$ cat config.mk
export PLATFORM = sky130hd
export DESIGN_NAME = fp16_add_norm_flat
export DESIGN_NICKNAME = d
export VERILOG_FILES = /design/src/rtl/fp16_add_norm_pkg.sv /design/src/rtl/fp16_add_norm_if.sv /design/src/rtl/fp16_add_norm_lzc14.sv /design/src/rtl/fp16_add_norm.sv /design/src/flat_wrapper.sv
export SDC_FILE = /design/constraint.sdc
export NUM_CORES = 1
export LEC_CHECK = 0
export BUFFER_PORTS_ARGS = -buffer_cell sky130_fd_sc_hd__buf_2
export CORE_UTILIZATION = 35
export CTS_BUF_LIST = sky130_fd_sc_hd__clkbuf_8
export DETAILED_ROUTE_END_ITERATION = 10
export SYNTH_ARGS = -nofsm -noshare
export SYNTH_HDL_FRONTEND = slang
export SYNTH_SLANG_ARGS = --single-unit
$ cat constraint.sdc
create_clock -name clk -period 7.65 [get_ports clk]
set_input_delay 1.53 -clock clk [delete_from_list [all_inputs] [get_ports clk]]
set_output_delay 1.53 -clock clk [all_outputs]
set_load 0.05 [all_outputs]
$ cat src/rtl/fp16_add_norm_pkg.sv
// Shared half-precision field definitions for the fp16 adder slice (align and add/normalize stages).
package fp16_add_norm_pkg;

  localparam int EXP_W   = 5;
  localparam int FRAC_W  = 10;
  localparam int GRS_W   = 3;
  localparam int EXP_MAX = 31;

  // Significand with hidden bit and G/R/S, plus one carry bit for the adder result
  localparam int SML_W = FRAC_W + GRS_W + 1;
  localparam int MAG_W = SML_W + 1;

  localparam int FLAG_OVF  = 2;
  localparam int FLAG_UF   = 1;
  localparam int FLAG_ZERO = 0;

  typedef struct packed {
    logic              sign;
    logic [EXP_W-1:0]  exp;
    logic [FRAC_W-1:0] frac;
  } fp16_t;

  typedef logic [2:0] flags_t;

endpackage

$ cat src/rtl/fp16_add_norm_if.sv
// Operand/result handshake bundle between the align stage, the add/normalize block and its consumer.
interface fp16_add_norm_if;
  import fp16_add_norm_pkg::*;

  logic             in_valid;
  logic             in_ready;
  fp16_t            in_big;
  logic [SML_W-1:0] in_sml_m;
  logic             in_sub;
  logic             out_valid;
  logic             out_ready;
  fp16_t            out_sum;
  flags_t           out_flags;

  modport master (
    output in_valid, in_big, in_sml_m, in_sub, out_ready,
    input  in_ready, out_valid, out_sum, out_flags
  );

  modport slave (
    input  in_valid, in_big, in_sml_m, in_sub, out_ready,
    output in_ready, out_valid, out_sum, out_flags
  );

endinterface

$ cat src/rtl/fp16_add_norm_lzc14.sv
// Combinational 14-bit leading-zero counter; an all-zero input reports 14.
module lzc14 (
  input  logic [13:0] din,
  output logic [3:0]  cnt
);

  // Ascending scan so the most significant set bit is the last one to win
  always_comb begin
    cnt = 4'd14;
    for (int i = 0; i < 14; i++) begin
      if (din[i]) begin
        cnt = 4'(13 - i);
      end
    end
  end

endmodule

$ cat src/rtl/fp16_add_norm.sv
// Two-stage elastic fp16 add/normalize pipeline: ADD forms the signed-magnitude sum,
// NORM normalizes, rounds to nearest-even and applies overflow/underflow/zero handling.
module fp16_add_norm
  import fp16_add_norm_pkg::*;
(
  input  logic          clk,
  input  logic          rst,
  fp16_add_norm_if.slave bus
);

  localparam logic signed [6:0] EXP_TOP = 7'(EXP_MAX);

  logic             addv;
  logic [MAG_W-1:0] add_mag;
  logic             add_sign;
  fp16_t            add_big;

  logic             normv;
  fp16_t            sum_q;
  flags_t           flags_q;

  logic             norm_en;

  logic [MAG_W-1:0] big_m;
  logic [MAG_W-1:0] sml_ext;
  logic [MAG_W:0]   diff;
  logic [MAG_W-1:0] mag_c;
  logic             sign_c;

  logic [3:0]        lz;
  logic [SML_W-1:0]  sig;
  logic signed [6:0] exp_s;
  logic signed [6:0] exp_f;
  logic              rnd;
  logic [FRAC_W:0]   frac_r;
  logic              mag_zero;
  fp16_t             res_sum;
  flags_t            res_flags;

  assign norm_en      = !normv || bus.out_ready;
  assign bus.in_ready = !addv || norm_en;
  assign bus.out_valid = normv;
  assign bus.out_sum   = sum_q;
  assign bus.out_flags = flags_q;

  // A borrow means the smaller operand actually won: negate the magnitude and flip the sign
  always_comb begin
    big_m   = {2'b01, bus.in_big.frac, {GRS_W{1'b0}}};
    sml_ext = {1'b0, bus.in_sml_m};
    diff    = {1'b0, big_m} - {1'b0, sml_ext};
    mag_c   = big_m + sml_ext;
    sign_c  = bus.in_big.sign;
    if (bus.in_sub) begin
      mag_c = diff[MAG_W-1:0];
      if (diff[MAG_W]) begin
        mag_c  = (~diff[MAG_W-1:0]) + MAG_W'(1);
        sign_c = ~bus.in_big.sign;
      end
    end
  end

  always_ff @(posedge clk or posedge rst) begin
    if (rst) begin
      addv     <= 1'b0;
      add_mag  <= '0;
      add_sign <= 1'b0;
      add_big  <= '0;
    end else if (bus.in_ready) begin
      addv <= bus.in_valid;
      if (bus.in_valid) begin
        add_mag  <= mag_c;
        add_sign <= sign_c;
        add_big  <= bus.in_big;
      end
    end
  end

  lzc14 u_lzc (
    .din (add_mag[SML_W-1:0]),
    .cnt (lz)
  );

  // After the left shift the hidden bit is set unless the whole magnitude was zero
  always_comb begin
    sig   = add_mag[SML_W-1:0] << lz;
    exp_s = $signed({2'b00, add_big.exp}) - $signed({3'b000, lz});
    if (add_mag[MAG_W-1]) begin
      sig   = {add_mag[MAG_W-1:2], |add_mag[1:0]};
      exp_s = $signed({2'b00, add_big.exp}) + 7'sd1;
    end
    mag_zero = !add_mag[MAG_W-1] && !sig[SML_W-1];

    rnd    = sig[2] & (sig[1] | sig[0] | sig[3]);
    frac_r = {1'b0, sig[SML_W-2:GRS_W]} + {{FRAC_W{1'b0}}, rnd};
    exp_f  = exp_s;
    if (frac_r[FRAC_W]) begin
      exp_f = exp_s + 7'sd1;
    end

    res_flags = '0;
    res_sum   = {add_sign, exp_f[EXP_W-1:0], frac_r[FRAC_W-1:0]};
    if (add_big.exp == EXP_W'(EXP_MAX)) begin
      res_sum = add_big;
    end else if (mag_zero) begin
      res_sum              = '0;
      res_flags[FLAG_ZERO] = 1'b1;
    end else if (exp_f >= EXP_TOP) begin
      res_sum             = {add_sign, {EXP_W{1'b1}}, {FRAC_W{1'b0}}};
      res_flags[FLAG_OVF] = 1'b1;
    end else if (exp_f <= 7'sd0) begin
      res_sum            = {add_sign, {(EXP_W + FRAC_W){1'b0}}};
      res_flags[FLAG_UF] = 1'b1;
    end
  end

  always_ff @(posedge clk or posedge rst) begin
    if (rst) begin
      normv   <= 1'b0;
      sum_q   <= '0;
      flags_q <= '0;
    end else if (norm_en) begin
      normv <= addv;
      if (addv) begin
        sum_q   <= res_sum;
        flags_q <= res_flags;
      end
    end
  end

endmodule

$ cat src/flat_wrapper.sv
// flat-port wrapper written by rule: the top's interface ports become plain ports
module fp16_add_norm_flat import fp16_add_norm_pkg::*;
  (clk, rst, bus_in_valid, bus_in_big, bus_in_sml_m, bus_in_sub, bus_out_ready, bus_in_ready, bus_out_valid, bus_out_sum, bus_out_flags);
  fp16_add_norm_if bus_i ();
  input  logic clk;
  input  logic rst;
  input wire logic [$bits(bus_i.in_valid)-1:0] bus_in_valid;
  input wire logic [$bits(bus_i.in_big)-1:0] bus_in_big;
  input wire logic [$bits(bus_i.in_sml_m)-1:0] bus_in_sml_m;
  input wire logic [$bits(bus_i.in_sub)-1:0] bus_in_sub;
  input wire logic [$bits(bus_i.out_ready)-1:0] bus_out_ready;
  output wire logic [$bits(bus_i.in_ready)-1:0] bus_in_ready;
  output wire logic [$bits(bus_i.out_valid)-1:0] bus_out_valid;
  output wire logic [$bits(bus_i.out_sum)-1:0] bus_out_sum;
  output wire logic [$bits(bus_i.out_flags)-1:0] bus_out_flags;
  assign bus_i.in_valid = bus_in_valid;
  assign bus_i.in_big = bus_in_big;
  assign bus_i.in_sml_m = bus_in_sml_m;
  assign bus_i.in_sub = bus_in_sub;
  assign bus_i.out_ready = bus_out_ready;
  assign bus_in_ready = bus_i.in_ready;
  assign bus_out_valid = bus_i.out_valid;
  assign bus_out_sum = bus_i.out_sum;
  assign bus_out_flags = bus_i.out_flags;
  fp16_add_norm u_core (.clk(clk), .rst(rst), .bus(bus_i));
endmodule
# == Word level (Yosys, flattened, before mapping) ==
# Cells that the tools add are included.
# word_totals
ff_bits,53
inputBits,35
out_inout_bits,21
# classes
n_addsub,7
order_cmp,2
n_eq_ne,1
shift,1
n_mux,31
bitwise_logic,5
n_reduce_logical,10
# op_table
operator,count
15-bit two-way mux,4
4-bit two-way mux,13
16-bit two-way mux,2
14-bit by 14-bit adder with 15-bit output,1
15-bit by 1-bit adder with 15-bit output (second input constant),1
15-bit inverter,1
14-bit by 14-bit subtractor with 15-bit output,1
14-bit two-way mux,1
7-bit two-way mux,2
14-bit by 4-bit << shifter with 14-bit output,1
10-bit by 1-bit adder with 11-bit output,1
7-bit by 2-bit adder with 7-bit output (second input constant),1
7-bit by 6-bit >= comparator with 1-bit output (second input constant),1
7-bit by 1-bit less-or-equal comparator with 1-bit output (second input constant),1
5-bit by 1-bit adder with 6-bit output (second input constant),1
1-bit two-way mux,6
5-bit by 4-bit subtractor with 6-bit output,1
5-bit == test (second input constant),1
1-bit zero test,4
2-bit two-way mux,2
2-bit AND reduction,2
3-bit two-way mux,1
1-bit logical OR,2
1-bit OR,2
4 further kinds,4

# == Logic depth before layout (Yosys ltp) ==
# Gate-level depths: netlist of run 1.
# logic_depth
word_depth,26
ltp_mapped,19
mapped_depth_nobuf,17

# == Cells and area by module ==
# Synthesis of run 1 repeated with hierarchy kept, for this count alone.
# unflattened
cells_unflattened,696
area_unflattened_um2,5537.8
# by_module_without_submodules
module,instances,cells_each,area_each_um2,seq_area_each_um2
fp16_add_norm,1,671,5391.4,1326.3
lzc14,1,25,146.4,0.0

# == Worst setup path after synthesis of run 1 ==
# OpenSTA, ideal clock, no wires.
# synth_timing
path_kind,reg-to-reg
from,reg u_core.add_mag[8]
to,"reg u_core.sum_q, in the netlist u_core.bus.out_sum[0]"
setup_time_ns,0.128
t_arrival_ns,4.237
required_ns,7.522
path_slack_ns,3.285
stages_incl_launch_ff,20
synth_period_minus_slack_ns,4.365
path_cell_list,dfrtp_1 -> clkbuf_1 -> or4_1 -> buf_2 -> o21ai_4 -> inv_4 -> ha_1 -> fa_1 -> nor2b_1 -> o21ai_0 -> nor3b_1 -> o31ai_1 -> or2_2 -> nor2_1 -> or2_2 -> a311o_1 -> o31ai_2 -> a31o_1 -> buf_4 -> o31ai_2
# synth_via
elab_chain_len,18
word_cells_on_any_way,24
# synth_lines
element,line,text
start: declaration,fp16_add_norm.sv:14,logic [MAG_W-1:0] add_mag;
start signal: assignment,fp16_add_norm.sv:71,add_mag <= mag_c;
4-bit two-way mux (6 in series),fp16_add_norm_lzc14.sv:11,if (din[i]) begin
14-bit by 4-bit << shifter with 14-bit output,fp16_add_norm.sv:85,sig = add_mag[SML_W-1:0] << lz;
14-bit two-way mux,fp16_add_norm.sv:87,if (add_mag[MAG_W-1]) begin
1-bit OR (2 in series),fp16_add_norm.sv:93,rnd = sig[2] & (sig[1] | sig[0] | sig[3]);
1-bit bitwise AND,fp16_add_norm.sv:93,
10-bit by 1-bit adder with 11-bit output,fp16_add_norm.sv:94,"frac_r = {1'b0, sig[SML_W-2:GRS_W]} + {{FRAC_W{1'b0}}, rnd};"
7-bit two-way mux,fp16_add_norm.sv:96,if (frac_r[FRAC_W]) begin
7-bit by 1-bit less-or-equal comparator with 1-bit output,fp16_add_norm.sv:110,end else if (exp_f <= 7'sd0) begin
15-bit two-way mux,fp16_add_norm.sv:110,
15-bit two-way mux,fp16_add_norm.sv:107,end else if (exp_f >= EXP_TOP) begin
16-bit two-way mux (*),fp16_add_norm.sv:104,end else if (mag_zero) begin
16-bit two-way mux (*),fp16_add_norm.sv:102,if (add_big.exp == EXP_W'(EXP_MAX)) begin
end signal: assignment,fp16_add_norm.sv:124,sum_q <= res_sum;
end: declaration,fp16_add_norm.sv:19,fp16_t sum_q;
# Every way passes the cells marked *; elsewhere a longest branch is shown, timed or not.
# A chain may end at the register's enable or synchronous reset.

# == Worst setup path after layout of run 1 ==
# layout_timing
from,reg u_core.add_mag[13]
to,"reg u_core.sum_q, in the netlist u_core.bus.out_sum[0]"
# layout_via
elab_chain_len,13
word_cells_on_any_way,19
# layout_lines
element,line
4-bit two-way mux,fp16_add_norm_lzc14.sv:11
14-bit by 4-bit << shifter with 14-bit output,fp16_add_norm.sv:85
14-bit two-way mux,fp16_add_norm.sv:87
1-bit OR (2 in series),fp16_add_norm.sv:93
1-bit bitwise AND,fp16_add_norm.sv:93
10-bit by 1-bit adder with 11-bit output,fp16_add_norm.sv:94
7-bit two-way mux,fp16_add_norm.sv:96
7-bit by 1-bit less-or-equal comparator with 1-bit output,fp16_add_norm.sv:110
15-bit two-way mux,fp16_add_norm.sv:110
15-bit two-way mux,fp16_add_norm.sv:107
16-bit two-way mux (*),fp16_add_norm.sv:104
16-bit two-way mux (*),fp16_add_norm.sv:102
# Marks and branches as above.

==> impl_metrics.json, run 1 <==
{
  "maxCapViolations": 0,
  "place.gp.congestion": 0.9192,
  "overflow": 0,
  "critical_path.max_fanout": 14,
  "drc_errors": 0,
  "stdcell_count": 873,
  "cts-hold-fix-buffers": 0,
  "max-clock-path-buffers": 2,
  "h-tree-depth": 2,
  "dieHeight_um": 126.1,
  "dr.first_iter.drc_count": 401,
  "reg2reg_depth": 17,
  "grt_pass1_wl_mm": 23.77,
  "grt_max_degree": 54,
  "setup_ws_ns": 2.355,
  "clk_pin_slew_ns": 0.10,
  "final_common_cell": "nand2_1",
  "numCtsBuffers": 5,
  "yosysWarnings": 0,
  "timing.critical_path.to": "u_core.bus.out_sum[0]$_DFFE_PP0P_",
  "cts_setup_buffers": 0,
  "crit_buf_inv": 1,
  "core_sq_um": 14750,
  "endpoint_kind": "register",
  "cp-start-kind": "register",
  "yosysSeqAreaShare": 0.2461,
  "drive_gt1_frac": 0.1640,
  "crit_path_cell_trace": "nor2b_1 -> or4_1 -> o21ai_4 -> inv_4 -> ha_1 -> fa_1 -> nor2b_1 -> o21ai_0 -> nor3b_1 -> o31ai_1 -> or2_2 -> nor2_1 -> or2_2 -> a311o_1 -> o31ai_2 -> a31o_1 -> o31ai_2",
  "worst_slew_pin_slew_ns": 1.086,
  "synth_ff_type": "dfrtp_1",
  "synth-seq-cells": 53,
  "clk_latency_ns": 0.32,
  "vias": 5044,
  "r2r_setup_slack_ns": 2.35,
  "fin_tns_setup_ns": 0,
  "critPathArrivalTime_ns": 5.48,
  "power.static_leakage_nw": 2.553,
  "power_mw": 1.706,
  "worst_clock_skew_ns": 0.01272,
  "cts_tree": "done",
  "run_status": "completed",
  "criticalPathCategory": "reg2reg",
  "area_delta_synth_final_pct": 9.053,
  "syn_area_per_cell_sq_um": 8.118,
  "setup_viol": 0,
  "maxSlewHeadroom": 0.2751,
  "antenna_left": 0,
  "nets": 754,
  "met2_length_mm": 6.924,
  "cts-root-buf": "clkbuf_8",
  "rows": 44,
  "r2r_start": "u_core.add_mag[13]$_DFFE_PP0P_",
  "synth-edff-count": 0,
  "track_usage": 0.1846,
  "maxSlewViolCount": 0,
  "dpl.hpwl_mm": 11.34,
  "cpPeakStageDelay_ns": 0.66,
  "synthDistinctLibCells": 78,
  "r2r_end": "u_core.bus.out_sum[0]$_DFFE_PP0P_",
  "dp_cells": 865,
  "p_per_area_nw_per_um2": 290.3,
  "first_global_vias": 4661,
  "hp-class": "reg2reg",
  "vias_per_cell": 5.778,
  "place_ws_ns": 2.438,
  "top_layer_used": "met4",
  "io_pins": 56,
  "critical_path_depth": 17,
  "fmax_ghz": 0.1889,
  "dr_wl_met3_um": 798,
  "drt-pass1-iter-count": 5,
  "syn_area_sq_um": 5390,
  "synth_cells": 664,
  "fillCellCount": 1513,
  "start_util": 0.3653,
  "cts_sinks": 53,
  "crit_start": "u_core.add_mag[13]$_DFFE_PP0P_",
  "dieArea_sq_um": 15900,
  "cts_resized": 0,
  "final_cell_mix": "nand2_1 (61), buf_2 (55), dfrtp_1 (53)",
  "io_buffer_count": 55,
  "wirelength_mm": 14.66,
  "ir_drop_uv": 130.8,
  "grt_setup_unrepaired": "no",
  "cp_top_family": "compound AO/OA/AOI/OAI gates",
  "cp_slowest_cell": "or4_1",
  "antenna_cells": 0,
  "period_minus_slack_ns": 5.295,
  "wire_per_inst_um": 16.79,
  "wl_met1_mm": 6.690,
  "ys_async_sr_fraction": 1.000,
  "finalCritPeriodShare": 0.6922,
  "crit_required_ns": 7.84,
  "whs_ns": 0.4968,
  "antenna_found_initial": 0,
  "chipWidth_um": 126.1,
  "syn-num-nets": 730,
  "finalHoldViolations": 0
}
[layout make-up]
class | count | area (sq um) | area share
clock inverter | 3 | 68.82 | 0.01171
inverter | 39 | 148.9 | 0.02533
multi-input combinational | 531 | 3737 | 0.6358
clock buffer | 5 | 68.82 | 0.01171
tap | 184 | 230.2 | 0.03917
sequential | 53 | 1326 | 0.2256
timing repair buffer | 58 | 297.8 | 0.05066
[worst min path at each step]
stage	cells past startpoint	to	slack (ns)	startpoint
after CTS	2	u_core.bus.out_flags[0]$_DFFE_PP0P_	0.50	u_core.bus.out_flags[0]$_DFFE_PP0P_
after global routing	2	u_core.bus.out_flags[0]$_DFFE_PP0P_	0.52	u_core.bus.out_flags[0]$_DFFE_PP0P_
final	2	u_core.bus.out_flags[0]$_DFFE_PP0P_	0.50	u_core.bus.out_flags[0]$_DFFE_PP0P_
after floorplan	2	u_core.add_big[1]$_DFFE_PP0P_	0.44	u_core.add_big[1]$_DFFE_PP0P_
after global placement	2	u_core.bus.out_flags[0]$_DFFE_PP0P_	0.46	u_core.bus.out_flags[0]$_DFFE_PP0P_
after detailed placement	2	u_core.bus.out_flags[0]$_DFFE_PP0P_	0.48	u_core.bus.out_flags[0]$_DFFE_PP0P_
[tightest hold or removal path, cell delays in order, from the launching register on]
cell and delay (ns):
dfrtp_1 0.36, nand2_1 0.05, o31ai_1 0.06
[per-layer routing]
layer,vias to the layer above,global-route usage
met5,-,0
met4,0,0.04961
met3,18,0.02804
met2,153,0.3081
met1,2417,0.2476
li1,2456,-
[logic make-up after synthesis]
family,after synthesis,share of synthesized area
xor+xnor,45,0.07312
fa+ha+maj,31,0.07475
simple gates,219,0.2092
compound gates,206,0.2739
mux,30,0.06244
flops,53,0.2461
buf+inv,80,0.06058
[power by group]
group	internal (mW)	total, mW	switching, mW
Clock	0.132	0.232	0.100
Combinational	0.368	1.03	0.663
Sequential	0.351	0.443	0.0925
[registers in the layout, summed over array words and instances, names as in the netlist]
register,flops
u_core.bus.out_flags,3
u_core.addv,1
u_core.add_big,16
u_core.add_mag,15
u_core.add_sign,1
u_core.bus.out_sum,16
u_core.bus.out_valid,1
[cell usage after synthesis, drive strengths merged (9+ instances only)]
library cell  number  area, sq um
nor2              47        176.4
nor2b              9        56.30
xor2              16        140.1
buf               10        61.30
o31ai             19        197.7
inv               39        148.9
and3              15        93.84
mux2i             11        122.6
dfrtp             53         1326
xnor2             29        254.0
a21oi             46        230.2
nor3              19        100.1
nand2b            10        62.56
o21a              10        75.07
nand3             11        60.06
o21ai             47        246.5
nand2             62        235.2
ha                29        362.9
mux2              19        214.0
clkbuf            31        116.4
[through the flow]
step / util / cell area, sq um
CTS: 0.3984 / 5878
detailed placement: 0.3891 / 5741
finish: 0.3984 / 5878
floorplan: - / 5390
global route: 0.3984 / 5878
global placement: 0.3891 / 5741
(Power assumes the default switching activity.)
==> inputs of run 2 (changes only) <==
==> constraint.sdc (replaced) <==
create_clock -name clk -period 4.6 [get_ports clk]
set_input_delay 0.92 -clock clk [delete_from_list [all_inputs] [get_ports clk]]
set_output_delay 0.92 -clock clk [all_outputs]
set_load 0.05 [all_outputs]
==> impl_metrics.json, run 2 (synthesis results as in run 1) <==
{
  "maxSlewViolCount": 0,
  "finalHoldViolations": 0,
  "wirelength_mm": 15.35,
  "power_mw": 2.918,
  "area_delta_synth_final_pct": 12.91,
  "vias_per_cell": 5.716,
  "cts_sinks": 53,
  "ir_drop_uv": 186.9,
  "nets": 782,
  "worst_slew_pin_slew_ns": 1.112,
  "maxCapViolations": 0,
  "fmax_ghz": 0.2318,
  "core_sq_um": 14750,
  "antenna_cells": 0,
  "overflow": 0,
  "cts-hold-fix-buffers": 0,
  "top_layer_used": "met4",
  "h-tree-depth": 2,
  "chipWidth_um": 126.1,
  "dr.first_iter.drc_count": 355,
  "worst_clock_skew_ns": 0.007355,
  "grt_pass1_wl_mm": 25.50,
  "hold_end": "u_core.bus.out_flags[0]$_DFFE_PP0P_",
  "finish.utilization": 0.4125,
  "io_pins": 56,
  "critical_path.max_fanout": 10,
  "wire_per_inst_um": 17.03,
  "vias": 5150,
  "stdcell_count": 901,
  "clk_pin_slew_ns": 0.11,
  "drc_errors": 0,
  "antenna_found_initial": 0,
  "final_cell_mix": "nand2_1 (61), buf_2 (55), dfrtp_1 (53)",
  "r2r_setup_slack_ns": 0.29,
  "run_status": "completed",
  "wl_met1_mm": 7.055,
  "crit_required_ns": 4.84,
  "fillCellCount": 1513,
  "hp-class": "reg2reg",
  "setup_viol": 0,
  "holdPathStages": 2,
  "cts_resized": 0,
  "dp_cells": 893,
  "place.gp.congestion": 0.9256,
  "track_usage": 0.1977,
  "cts_tree": "done",
  "endpoint_kind": "register",
  "r2r_start": "u_core.add_mag[13]$_DFFE_PP0P_",
  "whs_ns": 0.4897,
  "dieHeight_um": 126.1,
  "met2_length_mm": 7.340,
  "grt_max_degree": 54,
  "cp-start-kind": "register",
  "r2r_end": "u_core.bus.out_sum[2]$_DFFE_PP0P_",
  "final_common_cell": "nand2_1",
  "drt-pass1-iter-count": 5,
  "period_minus_slack_ns": 4.314,
  "hold_start": "u_core.bus.out_flags[0]$_DFFE_PP0P_",
  "drive_gt1_frac": 0.2036,
  "dr_wl_met3_um": 580,
  "critPathArrivalTime_ns": 4.55,
  "rows": 44,
  "criticalPathCategory": "reg2reg",
  "dpl.hpwl_mm": 12.06,
  "antenna_left": 0,
  "maxSlewHeadroom": 0.2575,
  "cts-root-buf": "clkbuf_8",
  "grt_setup_unrepaired": "no",
  "start_util": 0.3653,
  "io_buffer_count": 55,
  "cts_setup_buffers": 0,
  "reg2reg_depth": 16,
  "p_per_area_nw_per_um2": 479.4,
  "power.static_leakage_nw": 2.679,
  "finalCritPeriodShare": 0.9378,
  "fin_tns_setup_ns": 0,
  "dieArea_sq_um": 15900,
  "numCtsBuffers": 5,
  "first_global_vias": 5072,
  "clk_latency_ns": 0.33,
  "max-clock-path-buffers": 2
}
run 2: how the worst max path moves through the flow:
| stage | start | endpoint | slack, ns | cells past startpoint |
|---|---|---|---|---|
| 6_report | u_core.add_mag[13]$_DFFE_PP0P_ | u_core.bus.out_sum[2]$_DFFE_PP0P_ | 0.29 | 16 |
| 5_1_grt | u_core.add_mag[13]$_DFFE_PP0P_ | u_core.bus.out_sum[7]$_DFFE_PP0P_ | 0.01 | 17 |
| 4_1_cts | u_core.add_mag[13]$_DFFE_PP0P_ | u_core.bus.out_sum[2]$_DFFE_PP0P_ | 0.13 | 17 |
| 3_5_place_dp | u_core.add_mag[13]$_DFFE_PP0P_ | u_core.bus.out_sum[2]$_DFFE_PP0P_ | 0.14 | 17 |
| 3_3_place_gp | u_core.add_mag[13]$_DFFE_PP0P_ | u_core.bus.out_sum[8]$_DFFE_PP0P_ | 0.24 | 17 |
| 2_1_floorplan | u_core.add_mag[8]$_DFFE_PP0P_ | u_core.bus.out_sum[0]$_DFFE_PP0P_ | 0.24 | 19 |
run 2: final cells by class:
class	count	area, sq um	area share
clock inverter	3	43.79	0.007196
multi-input combinational	531	3747	0.6157
tap	184	230.2	0.03783
sequential	53	1326	0.2179
clock buffer	5	68.82	0.01131
inverter	39	148.9	0.02447
timing repair buffer	86	520.5	0.08553
run 2: report_power, final:
group          internal [mW]  switching, mW  leakage, nW  total (mW)
logic                  0.699           1.17         1.98        1.87
registers              0.584          0.117        0.639       0.702
clock network          0.164          0.183       0.0585       0.346
run 2: critical path, stage by stage, from the launching register on:
cell	delay, ns
dfrtp_1	0.50
nor2b_1	0.13
or4_1	0.56
o21ai_4	0.21
buf_4	0.20
mux2i_2	0.36
mux2i_1	0.18
a22oi_1	0.24
nor2_1	0.11
ha_1	0.22
o21ai_1	0.10
and4bb_2	0.32
buf_4	0.16
nand3_1	0.09
a21oi_1	0.10
a211o_2	0.47
o31ai_2	0.26
run 2: through the flow:
stage          setup WS (ns)  instance area [sq um]
3_3_place_gp          0.2397                   5963
4_1_cts               0.1250                   6076
3_5_place_dp          0.1400                   5963
2_1_floorplan         0.2355                   5390
6_report              0.2863                   6086
5_1_grt              0.01047                   6086
run 2: layer usage:
metal | vias up | GRT usage
met5 | - | 0
met4 | 0 | 0.06237
met3 | 32 | 0.02294
met1 | 2461 | 0.2557
li1 | 2519 | -
met2 | 138 | 0.3429
==> inputs of run 3 (changes only) <==
--- a/config.mk
+++ b/config.mk
@@ -9,6 +9,7 @@
 export CORE_UTILIZATION = 35
 export CTS_BUF_LIST = sky130_fd_sc_hd__clkbuf_8
 export DETAILED_ROUTE_END_ITERATION = 10
+export PLACE_DENSITY = 0.55
 export SYNTH_ARGS = -nofsm -noshare
 export SYNTH_HDL_FRONTEND = slang
 export SYNTH_SLANG_ARGS = --single-unit
==> constraint.sdc (replaced) <==
create_clock -name clk -period 4.6 [get_ports clk]
set_input_delay 0.92 -clock clk [delete_from_list [all_inputs] [get_ports clk]]
set_output_delay 0.92 -clock clk [all_outputs]
set_load 0.02 [all_outputs]
==> impl_metrics.json, run 3 (synthesis results as in run 1) <==
{
  "run_status": "completed",
  "place.gp.congestion": 0.9063,
  "overflow": 0,
  "dpl.hpwl_mm": 11.94,
  "drive_gt1_frac": 0.1938,
  "power.static_leakage_nw": 2.656,
  "power.share.clock": 0.126,
  "critical_path.max_fanout": 10,
  "power.share.sequential": 0.255,
  "cpPeakStageDelay_ns": 0.56,
  "area_delta_synth_final_pct": 11.95,
  "grt_max_degree": 54,
  "h-tree-depth": 2,
  "cp_top_family": "simple AND/OR/NAND/NOR gates",
  "io_pins": 56,
  "final_cell_mix": "nand2_1 (61), buf_2 (55), dfrtp_1 (53)",
  "vias_per_cell": 5.727,
  "crit_required_ns": 4.80,
  "cts-hold-fix-buffers": 0,
  "antenna_found_initial": 0,
  "finalHoldViolations": 0,
  "worst_clock_skew_ns": 0.01556,
  "p_switching_mw": 1.291,
  "worst_slew_pin_slew_ns": 1.118,
  "criticalPathCategory": "reg2reg",
  "setup_viol": 0,
  "maxSlewHeadroom": 0.2536,
  "grt_setup_unrepaired": "no",
  "chipWidth_um": 126.1,
  "cp-start-kind": "register",
  "track_usage": 0.1938,
  "endpoint_kind": "register",
  "cts_setup_buffers": 0,
  "ir_drop_uv": 160.7,
  "fin_tns_setup_ns": 0,
  "io_buffer_count": 55,
  "rows": 44,
  "cts_tree": "done",
  "drc_errors": 0,
  "drt-pass1-iter-count": 4,
  "antenna_cells": 0,
  "crit_buf_inv": 1,
  "vias": 5131,
  "maxCapViolations": 0,
  "crit_path_cell_trace": "nor2b_1 -> or4_1 -> o21ai_4 -> inv_4 -> ha_1 -> fa_1 -> nor2b_1 -> o21ai_0 -> nor3b_1 -> o31ai_1 -> or2_2 -> nor2_1 -> or2_2 -> a311o_1 -> o31ai_2 -> a31o_4 -> o31ai_2",
  "antenna_left": 0,
  "p_sw_frac": 0.4745,
  "dr.first_iter.drc_count": 273,
  "hp-class": "reg2reg",
  "final_common_cell": "nand2_1",
  "clk_latency_ns": 0.32,
  "start_util": 0.3653,
  "maxSlewViolCount": 0,
  "cts-root-buf": "clkbuf_8",
  "internal-power_mw": 1.430,
  "grt_pass1_wl_mm": 24.91,
  "p_per_area_nw_per_um2": 450.9,
  "dieHeight_um": 126.1,
  "max-clock-path-buffers": 2,
  "period_minus_slack_ns": 4.213,
  "core_sq_um": 14750,
  "finish.utilization": 0.4090,
  "comb_power_share": 0.619,
  "numCtsBuffers": 5,
  "cts_sinks": 53,
  "wirelength_mm": 15.21,
  "critPathArrivalTime_ns": 4.41,
  "dieArea_sq_um": 15900,
  "clk_pin_slew_ns": 0.11,
  "wire_per_inst_um": 16.98,
  "cp_slowest_cell": "or4_1",
  "nets": 777,
  "first_global_vias": 4974,
  "fmax_ghz": 0.2374,
  "finalCritPeriodShare": 0.9158
}
==> run 3: path summary, 6_finish.rpt <==
kind,cells after the start,endpoint,slack [ns],start
worst max-delay path,17,u_core.bus.out_sum[5]$_DFFE_PP0P_,0.39,u_core.add_mag[12]$_DFFE_PP0P_
worst min-delay path,2,u_core.add_big[1]$_DFFE_PP0P_,0.50,u_core.add_big[1]$_DFFE_PP0P_
worst max register to register,17,u_core.bus.out_sum[5]$_DFFE_PP0P_,0.39,u_core.add_mag[12]$_DFFE_PP0P_
worst min register to register,2,u_core.add_big[1]$_DFFE_PP0P_,0.50,u_core.add_big[1]$_DFFE_PP0P_
max in group asynchronous,2,u_core.add_big[12]$_DFFE_PP0P_,3.04,rst
min in group asynchronous,2,u_core.add_big[8]$_DFFE_PP0P_,0.87,rst
==> run 3: cell type report <==
type,count,area [sq um]
multi-input combinational,531,3746
clock buffer,5,68.82
inverter,39,148.9
tap,184,230.2
timing repair buffer,81,470.5
sequential,53,1326
fill,1504,8720
clock inverter,3,43.79
==> run 3: worst register-to-register path, cell delays in order, from the launching register on <==
cell     delay (ns)
dfrtp_1        0.39
nor2b_1        0.17
or4_1          0.56
o21ai_4        0.21
inv_4          0.09
ha_1           0.21
fa_1           0.41
nor2b_1        0.12
o21ai_0        0.09
nor3b_1        0.15
o31ai_1        0.26
or2_2          0.20
nor2_1         0.07
or2_2          0.27
a311o_1        0.36
o31ai_2        0.09
a31o_4         0.32
o31ai_2        0.11
==> run 3: what timing repair did <==
action	4_1_cts	5_1_grt
hold endpoints to repair	0	0
gates resized for setup	0	3
setup endpoints to repair	0	10
==> run 3: layer usage <==
| metal | global-route usage | share of wire | vias up |
|---|---|---|---|
| li1 | - | - | 2518 |
| met5 | 0 | 0 | - |
| met4 | 0.05599 | 0.020 | 0 |
| met1 | 0.2464 | 0.46 | 2468 |
| met2 | 0.3448 | 0.49 | 125 |
| met3 | 0.02082 | 0.035 | 20 |
==> run 3: power groups by stage <==
| stage | sequential, mW | combinational, mW | clock, mW |
|---|---|---|---|
| floorplan | 0.746 | 1.15 | 0 |
| global placement | 0.698 | 1.66 | 0 |
| detailed placement | 0.704 | 1.67 | 0 |
| CTS | 0.695 | 1.67 | 0.353 |
| global route | 0.713 | 1.85 | 0.366 |
| finish | 0.694 | 1.68 | 0.343 |
==> run 3: per-stage QoR <==
stage	cell area [sq um]	total power [mW]	hold slack, ns	instances	setup slack (ns)
after floorplan	5390	1.898	0.4418	664	0.2355
after global routing	6035	2.930	0.5269	896	0.04153
after detailed placement	5913	2.371	0.4774	888	0.1210
after global placement	5913	2.361	0.4636	888	0.2144
final	6035	2.721	0.4951	896	0.3872
after CTS	6026	2.722	0.5043	896	0.1027
